File: src/rtl/adc_level_trigger.sv
`timescale 1ns/1ps
// Analog level trigger: arms on cmd_arm_adc rise, detects a threshold crossing, delays trig_o by trigger_offset, measures time past level.
// Optional hysteresis qualifier is enabled by defining ADC_TRIG_HYSTERESIS_EN.
module adc_level_trigger #(
  parameter int pADC_WIDTH = 12,
  parameter int pHYST      = 16
) (
  input  logic                  adc_sampleclk,
  input  logic                  reset,
  input  logic [pADC_WIDTH-1:0] adc_data,
  input  logic                  cmd_arm_adc,
  input  logic                  trigger_mode,
  input  logic [pADC_WIDTH-1:0] trigger_adclevel,
  input  logic [31:0]           trigger_offset,
  input  logic                  trigger_now,
  output logic                  trig_o,
  output logic                  armed_o,
  output logic [31:0]           trigger_length
);

  typedef enum logic [2:0] {
    S_IDLE,
    S_PRIME,
    S_ARMED,
    S_DELAY,
    S_FIRED
  } state_t;

  state_t                  state;
  state_t                  state_nxt;
  logic [pADC_WIDTH-1:0]   adc_cur;
  logic [pADC_WIDTH-1:0]   adc_prev;
  logic                    arm_q;
  logic                    now_q;
  logic [31:0]             delay_cnt;
  logic [31:0]             len_cnt;
  logic                    measuring;
  logic                    arm_edge;
  logic                    cond_hold;
  logic                    level_rule;
  logic                    level_cross;
  logic                    force_cross;
  logic                    any_cross;
  logic                    armed_nxt;

  // adc_prev follows adc_cur every cycle, so by the time PRIME hands over to
  // ARMED it always holds a sample taken after the arm edge.
  always_ff @(posedge adc_sampleclk) begin
    if (reset) begin
      adc_cur  <= '0;
      adc_prev <= '0;
      arm_q    <= 1'b0;
      now_q    <= 1'b0;
    end else begin
      adc_cur  <= adc_data;
      adc_prev <= adc_cur;
      arm_q    <= cmd_arm_adc;
      now_q    <= trigger_now;
    end
  end

  assign arm_edge   = cmd_arm_adc & ~arm_q;
  assign cond_hold  = trigger_mode ? (adc_cur >= trigger_adclevel)
                                   : (adc_cur <= trigger_adclevel);
  assign level_rule = cond_hold & (trigger_mode ? (adc_prev < trigger_adclevel)
                                                : (adc_prev > trigger_adclevel));

`ifdef ADC_TRIG_HYSTERESIS_EN
  localparam logic [pADC_WIDTH:0] HYST_EXT = pHYST[pADC_WIDTH:0];
  localparam logic [pADC_WIDTH:0] FULL_EXT = {1'b0, {pADC_WIDTH{1'b1}}};

  logic [pADC_WIDTH:0] lvl_ext;
  logic [pADC_WIDTH:0] sum_ext;
  logic [pADC_WIDTH:0] band_lo;
  logic [pADC_WIDTH:0] band_hi;
  logic                far_side;
  logic                qual;

  // Band edges are computed one bit wider so they can clamp at 0 and full scale.
  always_comb begin
    lvl_ext  = {1'b0, trigger_adclevel};
    sum_ext  = lvl_ext + HYST_EXT;
    band_lo  = (lvl_ext > HYST_EXT) ? (lvl_ext - HYST_EXT) : '0;
    band_hi  = (sum_ext > FULL_EXT) ? FULL_EXT : sum_ext;
    far_side = trigger_mode ? ({1'b0, adc_cur} < band_lo)
                            : ({1'b0, adc_cur} > band_hi);
  end

  always_ff @(posedge adc_sampleclk) begin
    if (reset) begin
      qual <= 1'b0;
    end else if ((state == S_IDLE && arm_edge) || any_cross) begin
      qual <= 1'b0;
    end else if (far_side) begin
      qual <= 1'b1;
    end
  end

  assign level_cross = (state == S_ARMED) & cmd_arm_adc & level_rule & qual;
`else
  assign level_cross = (state == S_ARMED) & cmd_arm_adc & level_rule;
`endif

  assign force_cross = (state == S_ARMED) & cmd_arm_adc & now_q;
  assign any_cross   = level_cross | force_cross;

  always_ff @(posedge adc_sampleclk) begin
    if (reset) begin
      state   <= S_IDLE;
      armed_o <= 1'b0;
    end else begin
      state   <= state_nxt;
      armed_o <= armed_nxt;
    end
  end

  always_comb begin
    state_nxt = state;
    case (state)
      S_IDLE:  if (arm_edge) state_nxt = S_PRIME;
      S_PRIME: state_nxt = cmd_arm_adc ? S_ARMED : S_IDLE;
      S_ARMED: begin
        if (!cmd_arm_adc)   state_nxt = S_IDLE;
        else if (any_cross) state_nxt = S_DELAY;
      end
      S_DELAY: begin
        if (!cmd_arm_adc)         state_nxt = S_IDLE;
        else if (delay_cnt == '0) state_nxt = S_FIRED;
      end
      S_FIRED: if (!cmd_arm_adc) state_nxt = S_IDLE;
      default: state_nxt = S_IDLE;
    endcase
  end

  // Abort (arm low) and reset both override an expiring delay.
  always_comb begin
    trig_o    = (state == S_DELAY) && (delay_cnt == '0) && cmd_arm_adc && !reset;
    armed_nxt = (state_nxt == S_ARMED) || (state_nxt == S_DELAY);
  end

  always_ff @(posedge adc_sampleclk) begin
    if (reset) begin
      delay_cnt <= '0;
    end else if (any_cross) begin
      delay_cnt <= trigger_offset;
    end else if (state == S_DELAY && delay_cnt != '0) begin
      delay_cnt <= delay_cnt - 32'd1;
    end
  end

  // Length measurement ignores the FSM after it starts; only a new arm edge or reset clears it.
  always_ff @(posedge adc_sampleclk) begin
    if (reset) begin
      len_cnt        <= '0;
      measuring      <= 1'b0;
      trigger_length <= '0;
    end else if (state == S_IDLE && arm_edge) begin
      len_cnt        <= '0;
      measuring      <= 1'b0;
      trigger_length <= '0;
    end else if (level_cross) begin
      len_cnt   <= 32'd1;
      measuring <= 1'b1;
    end else if (measuring) begin
      if (cond_hold) begin
        if (len_cnt != '1) len_cnt <= len_cnt + 32'd1;
      end else begin
        trigger_length <= len_cnt;
        measuring      <= 1'b0;
      end
    end
  end

endmodule

File: config.mk
export PLATFORM = sky130hd
export DESIGN_NAME = adc_level_trigger
export DESIGN_NICKNAME = d
export VERILOG_FILES = /design/src/rtl/adc_level_trigger.sv
export SDC_FILE = /design/constraint.sdc
export NUM_CORES = 1
export LEC_CHECK = 0
export BUFFER_PORTS_ARGS = -buffer_cell sky130_fd_sc_hd__clkbuf_2
export CAP_MARGIN = 10
export CORE_MARGIN = 3
export CORE_UTILIZATION = 40
export CTS_BUF_LIST = sky130_fd_sc_hd__clkbuf_16
export CTS_CLUSTER_SIZE = 30
export DETAILED_ROUTE_END_ITERATION = 12
export GPL_ROUTABILITY_DRIVEN = 0
export PLACE_DENSITY_LB_ADDON = 0.2
export SLEW_MARGIN = 10
export SYNTH_ARGS = -nofsm -noshare
export SYNTH_HDL_FRONTEND = slang
export SYNTH_SLANG_ARGS = --single-unit
File: constraint.sdc
create_clock -name adc_sampleclk -period 2.7 [get_ports adc_sampleclk]
set_input_delay 0.54 -clock adc_sampleclk [delete_from_list [all_inputs] [get_ports adc_sampleclk]]
set_output_delay 0.54 -clock adc_sampleclk [all_outputs]
set_load 0.02 [all_outputs]
After elaboration in Yosys (flattened, before gate mapping)
Cells that the tools add are included.
- input bits: 61
- bits in registers: 127
- output and inout bits: 34
- mux-type cells: 19
- reductions and logical operators: 19
- $add $sub $neg: 2
- order comparisons: 4
- bitwise operators: 9
- equal/unequal tests: 7
- operators by type and width (cell ; count):
    32-bit 2-to-1 mux ; 2
    32-bit by 1-bit adder with 32-bit output, second input constant ; 1
    32-bit zero test ; 1
    32-bit != test, second input constant ; 1
    32-bit nonzero test ; 1
    32-bit by 1-bit subtractor with 32-bit output, second input constant ; 1
    3-bit 2-to-1 mux ; 6
    3-bit case mux with 5 select lines ; 1
    3-bit by 2-bit equality test with 1-bit output, second input constant ; 4
    12-bit greater-or-equal comparator ; 1
    12-bit greater-than comparator ; 1
    12-bit <= comparator ; 1
    12-bit < comparator ; 1
    1-bit 2-to-1 mux ; 9
    3-bit AND reduction ; 3
    2-bit nonzero test ; 4
    1-bit bitwise AND ; 5
    1-bit logical AND ; 5
    3-bit by 1-bit equality test with 1-bit output, second input constant ; 1
    3-bit equality test, second input constant ; 1
    3-bit zero test ; 1
    1-bit inverter ; 3
    3-bit OR reduction ; 1
    2-bit 2-to-1 mux ; 1
    other kinds (4) ; 4

Longest topological paths before layout
Gate-level depths: netlist (run 1).
- depth after elaboration: 10
- depth in mapped cells: 12
- gate-level depth less buffers: 10

Worst setup path before layout (run 1)
Ideal clock, no wire load.
- kind: input port to flip-flop
- start point: in trigger_adclevel[1]
- end point: reg delay_cnt[6]
- stages: 12
- data arrival time: 2607 ps
- required time: 2625 ps
- setup slack: 19 ps
- path buffers: 2
- path through: inv_1 -> ha_1 -> nor2b_1 -> o211ai_1 -> a2bb2oi_1 -> o31a_1 -> o32ai_2 -> and2_1 -> buf_2 -> buf_2 -> o311ai_0 -> a31oi_1
- longest elaborated chain between the ends: 6
- elaborated cells between the ends (all ways): 11
- RTL lines (what ; line ; text):
    start: declaration ; 13 ; input logic [pADC_WIDTH-1:0] trigger_adclevel,
    12-bit <= comparator (tied with other cells) ; 64 ; : (adc_cur <= trigger_adclevel);
    1-bit 2-to-1 mux, on equally long branches ; 63, 65 ;
    1-bit bitwise AND (*) ; 65 ; assign level_rule = cond_hold & (trigger_mode ? (adc_prev < trigger_adclevel)
    1-bit bitwise AND (*) ; 101 ; assign level_cross = (state == S_ARMED) & cmd_arm_adc & level_rule;
    1-bit bitwise OR (*) ; 105 ; assign any_cross = level_cross | force_cross;
    32-bit 2-to-1 mux / 2-bit nonzero test (equally long branches) ; - ;
    end signal: assignment ; 145 ; delay_cnt <= trigger_offset;
    end signal: assignment ; 147 ; delay_cnt <= delay_cnt - 32'd1;
    end: declaration ; 35 ; logic [31:0] delay_cnt;
Every way passes the cells marked *; elsewhere a longest branch is shown, timed or not.
A chain may end at the register's enable or synchronous reset.

Worst setup path in the final report (run 1)
- start point: reg delay_cnt[1]
- end point: out trig_o
- longest elaborated chain between the ends: 4
- RTL lines (what ; line ; text):
    32-bit zero test ; 137 ; trig_o = (state == S_DELAY) && (delay_cnt == '0) && cmd_arm_adc && !reset;
    1-bit logical AND (3 in series) ; 137 ;
    end: declaration ; 16 ; output logic trig_o,
No other way between the ends.

==> reports/metrics.csv, run 1 <==
stage;metric;value;unit
detailed_routing;Vias/cell;5.278;
clocking;CTS tree;done;
sta;Final min period;2685;ps
detailed_routing;# DRC;0;
synth;Seq/Total Area, Yosys;0.4185;
synth;Synth Cell Area;6075;sq um
detailed_routing;drt wl/cell;14.49;um
detailed_routing;remaining antenna violation count;0;
sta;final hold vios;0;
floorplan;Die W;129.2;um
power;Leakage;3.464;nW
synth;mux contribution to synthesized area;0.05767;
floorplan;Starting Density;0.4133;
layout;Ant. Diodes;0;
detailed_routing;drt total wl;14.89;mm
clocking;CTS sink count;127;
worst_setup_path;Worst EP required;2160;ps
floorplan;Top Ports;95;
floorplan;Rows;44;
synth;Mapped Cells;687;
clocking;H-tree depth;4;
synth;Synth Area in Adders;0.05355;
clocking;Max Root-Sink Buffers;2;
synth;Synth area leader;dfxtp_1;
sta;PnR worst setup slack;14.64;ps
detailed_routing;Max Used Layer;met4;
floorplan;total die area;16700;sq um
clocking;cts bufs inserted;17;
sta;# setup viols final;0;
synth;Yosys reg bits;127;
worst_setup_path;CP Launch Type;flop;
floorplan;core area;14700;sq um
global_routing;Tot GR Track Use;0.1831;
sta;RSZ-0062 raised after global routing;true;
detailed_routing;Pre-antenna DRT Iters;5;
placed_design;I/O Buffers;94;
run;max cap viols;0;
synth;Simple-Gate Fraction of Synth Area;0.2674;
floorplan;die height;129.2;um
synth;XOR/XNOR share of the synthesized area;0.05046;
global_routing;grt total ovfl;0;
detailed_routing;Initial DRC Count;313;
placed_design;placed cell area;7093;sq um
sta;Final period util;0.9946;
synth;top cells by area, synth;dfxtp_1, nor2_1, mux2i_1;
power;Power Dens Cells;572.7;nW/um^2
sta;slew of the pin with the lowest slew margin;749.0;ps
sta;Final Skew;11.34;ps
global_routing;number of global-route vias before repair;5321;
clocking;clk slew on worst S/H paths;60;ps
synth;Synth Area in Compound Gates;0.1096;
synth;Yosys Warn Count;0;
synth;dominant synthesized flop cell;dfxtp_1;
detailed_routing;DR vias;5421;
synth;Synth Net Count;774;
detailed_routing;met3 wire length;709;um
detailed_routing;met1 WL;6.844;mm
worst_setup_path;critical path arrival;2150;ps
sta;f_max;372.4;MHz
placed_design;pre-CTS setup slack;-395.4;ps
placed_design;Detail Placement HPWL;10.70;mm
global_routing;antenna violations before repair;0;
synth;number of distinct library cells after synthesis;69;
synth;Post-synth ARST share;0;
synth;Syn Area/Cell;8.842;sq um
global_routing;first-pass GRT wire length;24.79;mm
run_status;status;completed;
worst_setup_path;CP Capture Type;output pin;
sta;Slew headroom;0.4993;
hold_path;HP Class;input port to flop;
synth;top-area cell type share of the netlist area;0.4185;
clocking;Clk Latency, worst-skew pair;420;ps
clocking;clock root cell;clkbuf_16;
global_routing;largest net degree at the start of global routing;48;
sta;Final Slew Violations;0;
layout;layout cell share with drive strength beyond 1;0.2918;
layout;Nets;917;
power;worst vdd ir;416.7;uV
synth;main combinational cell family by area after synthesis;simple AND/OR/NAND/NOR gates;
layout;design area;7984;sq um
synth;EDFF count, synth;0;
worst_setup_path;crit-path max FO;3;
detailed_routing;met2 WL;7.131;mm
worst_setup_path;WS Path Type;flop to output pin;
layout;Area Overhead vs Synth;31.43;%
metrics by stage:
step / hold slack [ps] / instances / utilization / TNS (ps) / power (mW)
final: 326.5 / 1027 / 0.5432 / 0 / 4.572
after global routing: 313.1 / 1027 / 0.5432 / -202.4 / 4.763
after detailed placement: 449.6 / 984 / 0.4826 / -23220 / 2.310
after CTS: 310.4 / 1020 / 0.5267 / -42.14 / 4.611
after floorplan: 419.7 / 687 / - / 0 / 2.154
after global placement: 459.8 / 984 / 0.4826 / -14920 / 2.302
sequential cells by signal (all words and copies together) (netlist names):
signal,count
adc_prev,12
measuring,1
delay_cnt,32
now_q,1
trigger_length,32
len_cnt,32
armed_o,1
adc_cur,12
state,3
arm_q,1
synth_stat cells, drive strengths merged (7+ instances only):
library cell,number
nand4,13
nor3,30
and2,7
and3,8
o21ai,12
o22ai,10
buf,17
nor2,102
nand3,23
nor4,22
inv,25
clkbuf,16
mux2i,35
nand2,40
dfxtp,127
ha,26
nor2b,28
a31oi,7
a211oi,9
a21oi,25
xnor2,32
or4,8
kinds of logic after synthesis:
logic type,count (synthesis)
AOI/OAI and AO/OA,98
adders and majority gates,26
and+or+nand+nor,307
muxes,35
DFF,127
xor gates and xnor gates,35
buffers and inverters,59
cells in the final DEF (no fill, tap or decap), drive strengths merged, types with 28 or more instances in the layout:
| cell type | instances |
|---|---|
| xnor2 | 32 |
| nor2 | 102 |
| mux2i | 35 |
| clkbuf | 110 |
| nor2b | 28 |
| nor3 | 30 |
| inv | 31 |
| nand2 | 40 |
| dfxtp | 127 |
| buf | 64 |
metal layers:
metal  up-vias  global-route usage
met2       117              0.2985
met1      2539              0.2368
met4         0             0.06609
met5         -                   0
met3        19             0.04411
li1       2746                   -
worst max-delay path, stage by stage, from the launching register on:
cell and delay, ps:
dfxtp_2 330, inv_2 70, ha_4 130, or3b_4 390, nor3_4 260, nand4_4 120
and3b_2 300, buf_8 120
final timing paths:
| path | start | to | slack, ps | cells past startpoint |
|---|---|---|---|---|
| max | delay_cnt[1] | trig_o | 10 | 7 |
| min | trigger_offset[27] | delay_cnt[27] | 330 | 2 |
| max reg2reg | adc_cur[1] | delay_cnt[0] | 120 | 10 |
| min reg2reg | adc_cur[0] | adc_prev[0] | 460 | 2 |
cell type report:
| type | count | area (sq um) |
|---|---|---|
| well taps | 184 | 230.2 |
| multi-input cells | 501 | 3496 |
| inverters | 26 | 97.59 |
| repair buffers | 157 | 1028 |
| clock buffers | 17 | 425.4 |
| flip-flops and latches | 127 | 2547 |
| clock inverters | 15 | 158.9 |
| fillers | 1315 | 6715 |
where the power goes:
part           switching, mW  internal (mW)
combinational          0.212          0.185
clock                  0.884           1.37
sequential            0.0189           1.90
timing repair:
| action | 4_1_cts | 5_1_grt |
|---|---|---|
| hold buffers | 0 | 0 |
| pin swaps | 4 | 14 |
| hold endpoints to repair | 0 | 0 |
| gates resized for setup | 8 | 40 |
| buffers inserted | 4 | 7 |
| setup endpoints to repair | 9 | 49 |
No activity file was read; power rests on OpenSTA's default activity.
==> run 2: changes to the inputs <==
==> constraint.sdc (replaced) <==
create_clock -name adc_sampleclk -period 2.7 [get_ports adc_sampleclk]
set_input_delay 0 -clock adc_sampleclk [delete_from_list [all_inputs] [get_ports adc_sampleclk]]
set_output_delay 0 -clock adc_sampleclk [all_outputs]
set_load 0.02 [all_outputs]
==> run 2 against run 1 <==
Routed wire length is 1.9% lower. Worst hold slack worse by 260 ps. Highest routed layer unchanged. Utilization is 1.0 points lower. Setup slack better by 150 ps. Via count is 0.41% lower. Critical path depth is 2 higher. Register-to-register slack better by 50 ps. Largest power group unchanged.
==> reports/metrics.csv, run 2 (synthesized netlist as in run 1, its figures left out) <==
stage;metric;value;unit
worst_setup_path;critical path arrival;2830;ps
global_routing;number of global-route vias before repair;5290;
sta;PnR worst setup slack;168.7;ps
layout;Nets;920;
power;Psw;0.9774;mW
clocking;CTS tree;done;
global_routing;Tot GR Track Use;0.1804;
power;Flop pwr share;0.450;
detailed_routing;DR vias;5399;
clocking;clock root cell;clkbuf_16;
clocking;CTS sink count;127;
global_routing;largest net degree at the start of global routing;46;
global_routing;antenna violations before repair;0;
sta;Final min period;2531;ps
sta;RSZ-0062 raised after global routing;true;
placed_design;Detail Placement HPWL;10.44;mm
hold_path;HP Class;input port to flop;
detailed_routing;Initial DRC Count;337;
floorplan;Die W;129.2;um
worst_setup_path;Worst EP required;3000;ps
global_routing;met2 Usage GRT;0.3000;
layout;most common cell after layout, fill and taps aside;dfxtp_1;
layout;design area;7836;sq um
power;worst vdd ir;405.1;uV
floorplan;Rows;44;
worst_setup_path;crit-path max FO;27;
sta;# setup viols final;0;
clocking;H-tree depth;4;
layout;layout cell share with drive strength beyond 1;0.1981;
power;switching share of power;0.2285;
sta;f_max;395.1;MHz
worst_setup_path;CP Launch Type;flop;
clocking;Clk Latency, worst-skew pair;410;ps
worst_setup_path;WS Path Type;flop to flop;
sta;final hold vios;0;
global_routing;met3 global-route usage;0.03710;
global_routing;Most Used Layer, Global Route;met2;
clocking;Setup Buffers After CTS;0;
power;Clk pwr share;0.462;
layout;highest-count cells in the layout ignoring fill and taps;dfxtp_1, nor2_1, clkbuf_2;
power;Leakage;3.389;nW
global_routing;first-pass GRT wire length;24.46;mm
detailed_routing;drt wl/cell;14.22;um
power;Power Dens Cells;545.7;nW/um^2
power;design internal power;3.299;mW
clocking;clk slew on worst S/H paths;50;ps
detailed_routing;remaining antenna violation count;0;
floorplan;die height;129.2;um
floorplan;core area;14700;sq um
placed_design;pre-CTS setup slack;80.33;ps
sta;Final period util;0.9375;
sta;slew of the pin with the lowest slew margin;488.6;ps
global_routing;GRT met1 Usage;0.2275;
layout;Largest regs;delay_cnt (32), len_cnt (32), trigger_length (32);
floorplan;Starting Density;0.4133;
detailed_routing;Vias/cell;5.257;
layout;Area Overhead vs Synth;29.00;%
detailed_routing;Pre-antenna DRT Iters;5;
power;Tot Pwr;4.277;mW
floorplan;Top Ports;95;
layout;Ant. Diodes;0;
worst_setup_path;CP Capture Type;flop;
placed_design;I/O Buffers;94;
run_status;status;completed;
clocking;Max Root-Sink Buffers;2;
sta;Slew headroom;0.6733;
sta;Final Slew Violations;0;
power;Comb pwr share;0.088;
sta;Final Skew;10.65;ps
global_routing;grt total ovfl;0;
clocking;cts bufs inserted;17;
placed_design;placed cell area;6840;sq um
detailed_routing;# DRC;0;
detailed_routing;drt total wl;14.60;mm
floorplan;total die area;16700;sq um
run;max cap viols;0;
layout;FILL cells;1353;
==> run 2: changes by cell type in the layout (fill, tap and decap cells not counted), moves of 3 or more <==
cell | previous run | this run
nor4b_1 | 0 | 3
buf_4 | 57 | 15
inv_6 | 6 | 0
nor4b_2 | 3 | 0
inv_1 | 23 | 28
dfxtp_2 | 4 | 0
nor4_2 | 10 | 1
dfxtp_1 | 123 | 127
nor4_1 | 9 | 20
dlygate4sd3_1 | 0 | 46
==> run 2: metal layers <==
metal	wire length, um	up-vias
met5	0	-
li1	-	2748
met2	6956	136
met1	6825	2493
met3	566	22
met4	252	0
==> run 2: power groups by stage <==
stage | logic, mW | clock network (mW) | registers (mW)
detailed placement | 0.316 | 0 | 1.96
finish | 0.376 | 1.98 | 1.92
global route | 0.419 | 2.12 | 1.92
CTS | 0.370 | 2.03 | 1.92
global placement | 0.309 | 0 | 1.96
floorplan | 0.199 | 0 | 1.96
==> run 2: path summary, 6_finish.rpt <==
kind                   start           end  slack [ps]  cells after the start
setup / recovery  adc_cur[3]  delay_cnt[0]         170                      9
hold / removal         reset   adc_prev[0]          70                      2
setup reg to reg  adc_cur[3]  delay_cnt[0]         170                      9
hold reg to reg   adc_cur[5]   adc_prev[5]         460                      1
==> run 2: area by class of cell <==
| class | count | area [sq um] | area share |
|---|---|---|---|
| clock buffers | 17 | 425.4 | 0.05429 |
| well taps | 184 | 230.2 | 0.02938 |
| multi-input cells | 501 | 3313 | 0.4228 |
| inverters | 26 | 97.59 | 0.01245 |
| flip-flops and latches | 127 | 2542 | 0.3244 |
| clock inverters | 12 | 83.83 | 0.01070 |
| repair buffers | 160 | 1144 | 0.1459 |
==> run 2: critical path, stage by stage, from the launching register on <==
cell and delay, ps:
dfxtp_1 300, ha_1 320, a211oi_1 310, a2bb2oi_2 110, o31a_1 330, o32ai_2 240, and2_4 230, buf_12 170
nor2_1 70, a2111oi_1 340
==> run 2: metrics by stage <==
step	instances	utilization	hold WS [ps]	setup TNS (ps)
6_report	1027	0.5331	67.94	0
5_1_grt	1027	0.5331	106.9	-33.57
4_1_cts	1027	0.5313	57.47	0
3_5_place_dp	952	0.4654	208.1	0
3_3_place_gp	952	0.4654	205.4	0
2_1_floorplan	687	-	117.8	0
==> run 2: timing repair <==
action,4_1_cts,5_1_grt
gates resized for setup,0,9
hold endpoints to repair,49,0
hold buffers,46,0
setup endpoints to repair,0,20
==> run 3: changes to the inputs <==
PLACE_DENSITY_LB_ADDON = not set   (was 0.2)
SETUP_SLACK_MARGIN = 0.1   (was not set)
==> run 3 against run 2 <==
First-iteration DRC count fell by 27%. Count of clock-buffer cells in the layout did not move. Power grew 15%. Clock power increased by 30%. Via count is 0.41% higher. Routed wire length is 3.0% higher. Sequential share of layout area is 1.0 points lower. Cell area grew 3.3%. Die area is the same. Non-clock buffer count increased by 5. Sequential power hardly changed.
==> reports/metrics.csv, run 3 (synthesized netlist as in run 1, its figures left out) <==
stage;metric;value;unit
floorplan;Starting Density;0.4133;
layout;most common cell after layout, fill and taps aside;dfxtp_1;
sta;Final Skew;5.654;ps
worst_setup_path;Worst EP required;3040;ps
layout;Largest regs;delay_cnt (32), len_cnt (32), trigger_length (32);
sta;Final Slew Violations;0;
run_status;status;completed;
power;Leakage;3.487;nW
power;design internal power;3.821;mW
clocking;H-tree depth;4;
clocking;Clk Latency, worst-skew pair;420;ps
floorplan;die height;129.2;um
worst_setup_path;WS Path Type;flop to flop;
clocking;clock root cell;clkbuf_16;
sta;final hold vios;0;
global_routing;first-pass GRT wire length;25.15;mm
floorplan;total die area;16700;sq um
global_routing;largest net degree at the start of global routing;45;
hold_path;HP Start;reset;
floorplan;Die W;129.2;um
layout;Ant. Diodes;0;
power;Tot Pwr;4.912;mW
detailed_routing;drt total wl;15.03;mm
layout;area taken by multi-input logic gates;3405;sq um
detailed_routing;Initial DRC Count;246;
clocking;Max Root-Sink Buffers;2;
sta;# setup viols final;0;
power;Power Dens Cells;606.8;nW/um^2
global_routing;antenna violations before repair;0;
run;max cap viols;0;
detailed_routing;DR vias;5421;
worst_setup_path;CP Launch Type;flop;
placed_design;pre-CTS setup slack;43.66;ps
detailed_routing;Pre-antenna DRT Iters;5;
layout;Nets;925;
hold_path;HP Class;input port to flop;
hold_path;Hold Crit Endpoint;delay_cnt[30];
layout;FILL cells;1281;
layout;highest-count cells in the layout ignoring fill and taps;dfxtp_1, nor2_1, clkbuf_2;
detailed_routing;Vias/cell;5.238;
clocking;CTS sink count;127;
placed_design;I/O Buffers;94;
global_routing;number of global-route vias before repair;5293;
worst_setup_path;crit-path max FO;19;
sta;slew of the pin with the lowest slew margin;661.0;ps
sta;f_max;395.6;MHz
clocking;CTS tree;done;
worst_setup_path;reg2reg end;delay_cnt[6];
worst_setup_path;critical path arrival;2870;ps
floorplan;Top Ports;95;
detailed_routing;# DRC;0;
clocking;clk slew on worst S/H paths;60;ps
worst_setup_path;R2R depth;10;
global_routing;Tot GR Track Use;0.1866;
sta;Final period util;0.9362;
worst_setup_path;reg2reg setup slack;170;ps
worst_setup_path;RR Startpoint;adc_cur[1];
clocking;cts bufs inserted;17;
detailed_routing;remaining antenna violation count;0;
power;worst vdd ir;478.4;uV
power;Comb pwr share;0.083;
sta;RSZ-0062 raised after global routing;true;
power;Clk pwr share;0.526;
power;switching share of power;0.2221;
placed_design;Placed Cells;954;
sta;Slew headroom;0.5581;
layout;layout cell share with drive strength beyond 1;0.2233;
power;Psw;1.091;mW
sta;Final min period;2528;ps
layout;FF+latch area;2542;sq um
hold_path;hold path depth;2;
placed_design;Detail Placement HPWL;10.54;mm
detailed_routing;drt wl/cell;14.52;um
layout;Area Overhead vs Synth;33.26;%
worst_setup_path;CP Capture Type;flop;
floorplan;core area;14700;sq um
power;Flop pwr share;0.391;
floorplan;Rows;44;
layout;non-filler instance count after layout;1035;
sta;PnR worst setup slack;172.3;ps
global_routing;grt total ovfl;0;
-- run 3: per-stage QoR --
step | cell area [sq um] | util | TNS [ps] | hold WS, ps
finish | 8095 | 0.5507 | 0 | 55.73
global route | 8095 | 0.5507 | -247.7 | 88.80
CTS | 7959 | 0.5415 | 0 | 52.77
detailed placement | 6818 | 0.4638 | 0 | 213.5
global placement | 6818 | 0.4638 | 0 | 205.7
floorplan | 6075 | - | 0 | 117.8
-- run 3: power by group through the flow --
stage | Combinational, mW | Sequential (mW) | Clock (mW)
floorplan | 0.199 | 1.96 | 0
global placement | 0.310 | 1.96 | 0
detailed placement | 0.317 | 1.96 | 0
CTS | 0.372 | 1.92 | 2.63
global route | 0.451 | 1.92 | 2.72
finish | 0.406 | 1.92 | 2.58
-- run 3: repair_timing --
action	4_1_cts	5_1_grt
hold buffers	46	0
gates resized for setup	3	25
gates cloned	0	0
endpoints found under the hold margin	49	0
pin swaps	0	4
buffers inserted	0	3
setup endpoints to repair	13	82
-- run 3: cell type report --
cell class	count	share of cell area
well taps	184	0.02844
clock inverters	15	0.03014
multi-input cells	501	0.4206
inverters	26	0.01206
repair buffers	165	0.1422
clock buffers	17	0.05255
flip-flops and latches	127	0.3141
-- run 3: worst max-delay path by stage --
stage	startpoint	end	slack, ps	depth (start not counted)
2_1_floorplan	adc_cur[1]	delay_cnt[6]	320	11
3_5_place_dp	adc_cur[1]	delay_cnt[6]	40	10
3_3_place_gp	adc_cur[1]	delay_cnt[6]	110	10
6_report	adc_cur[1]	delay_cnt[6]	170	10
5_1_grt	adc_cur[1]	delay_cnt[30]	-50	10
4_1_cts	adc_cur[1]	delay_cnt[0]	100	10
-- run 3: per-layer routing --
layer  up-vias  GRT usage  share of wire
met4         0    0.06177          0.012
li1       2747          -              -
met5         -          0              0
met3        13    0.04452          0.049
met2       124     0.3186           0.50
met1      2537     0.2320           0.44
-- run 3: worst max-delay path, stage by stage (launching register included) --
cell	delay (ps)
dfxtp_1	300
ha_1	280
nor2b_1	130
o211ai_1	180
a2bb2oi_1	130
o31a_1	340
o32ai_2	300
and2_4	250
buf_6	190
o311ai_0	160
a31oi_1	190
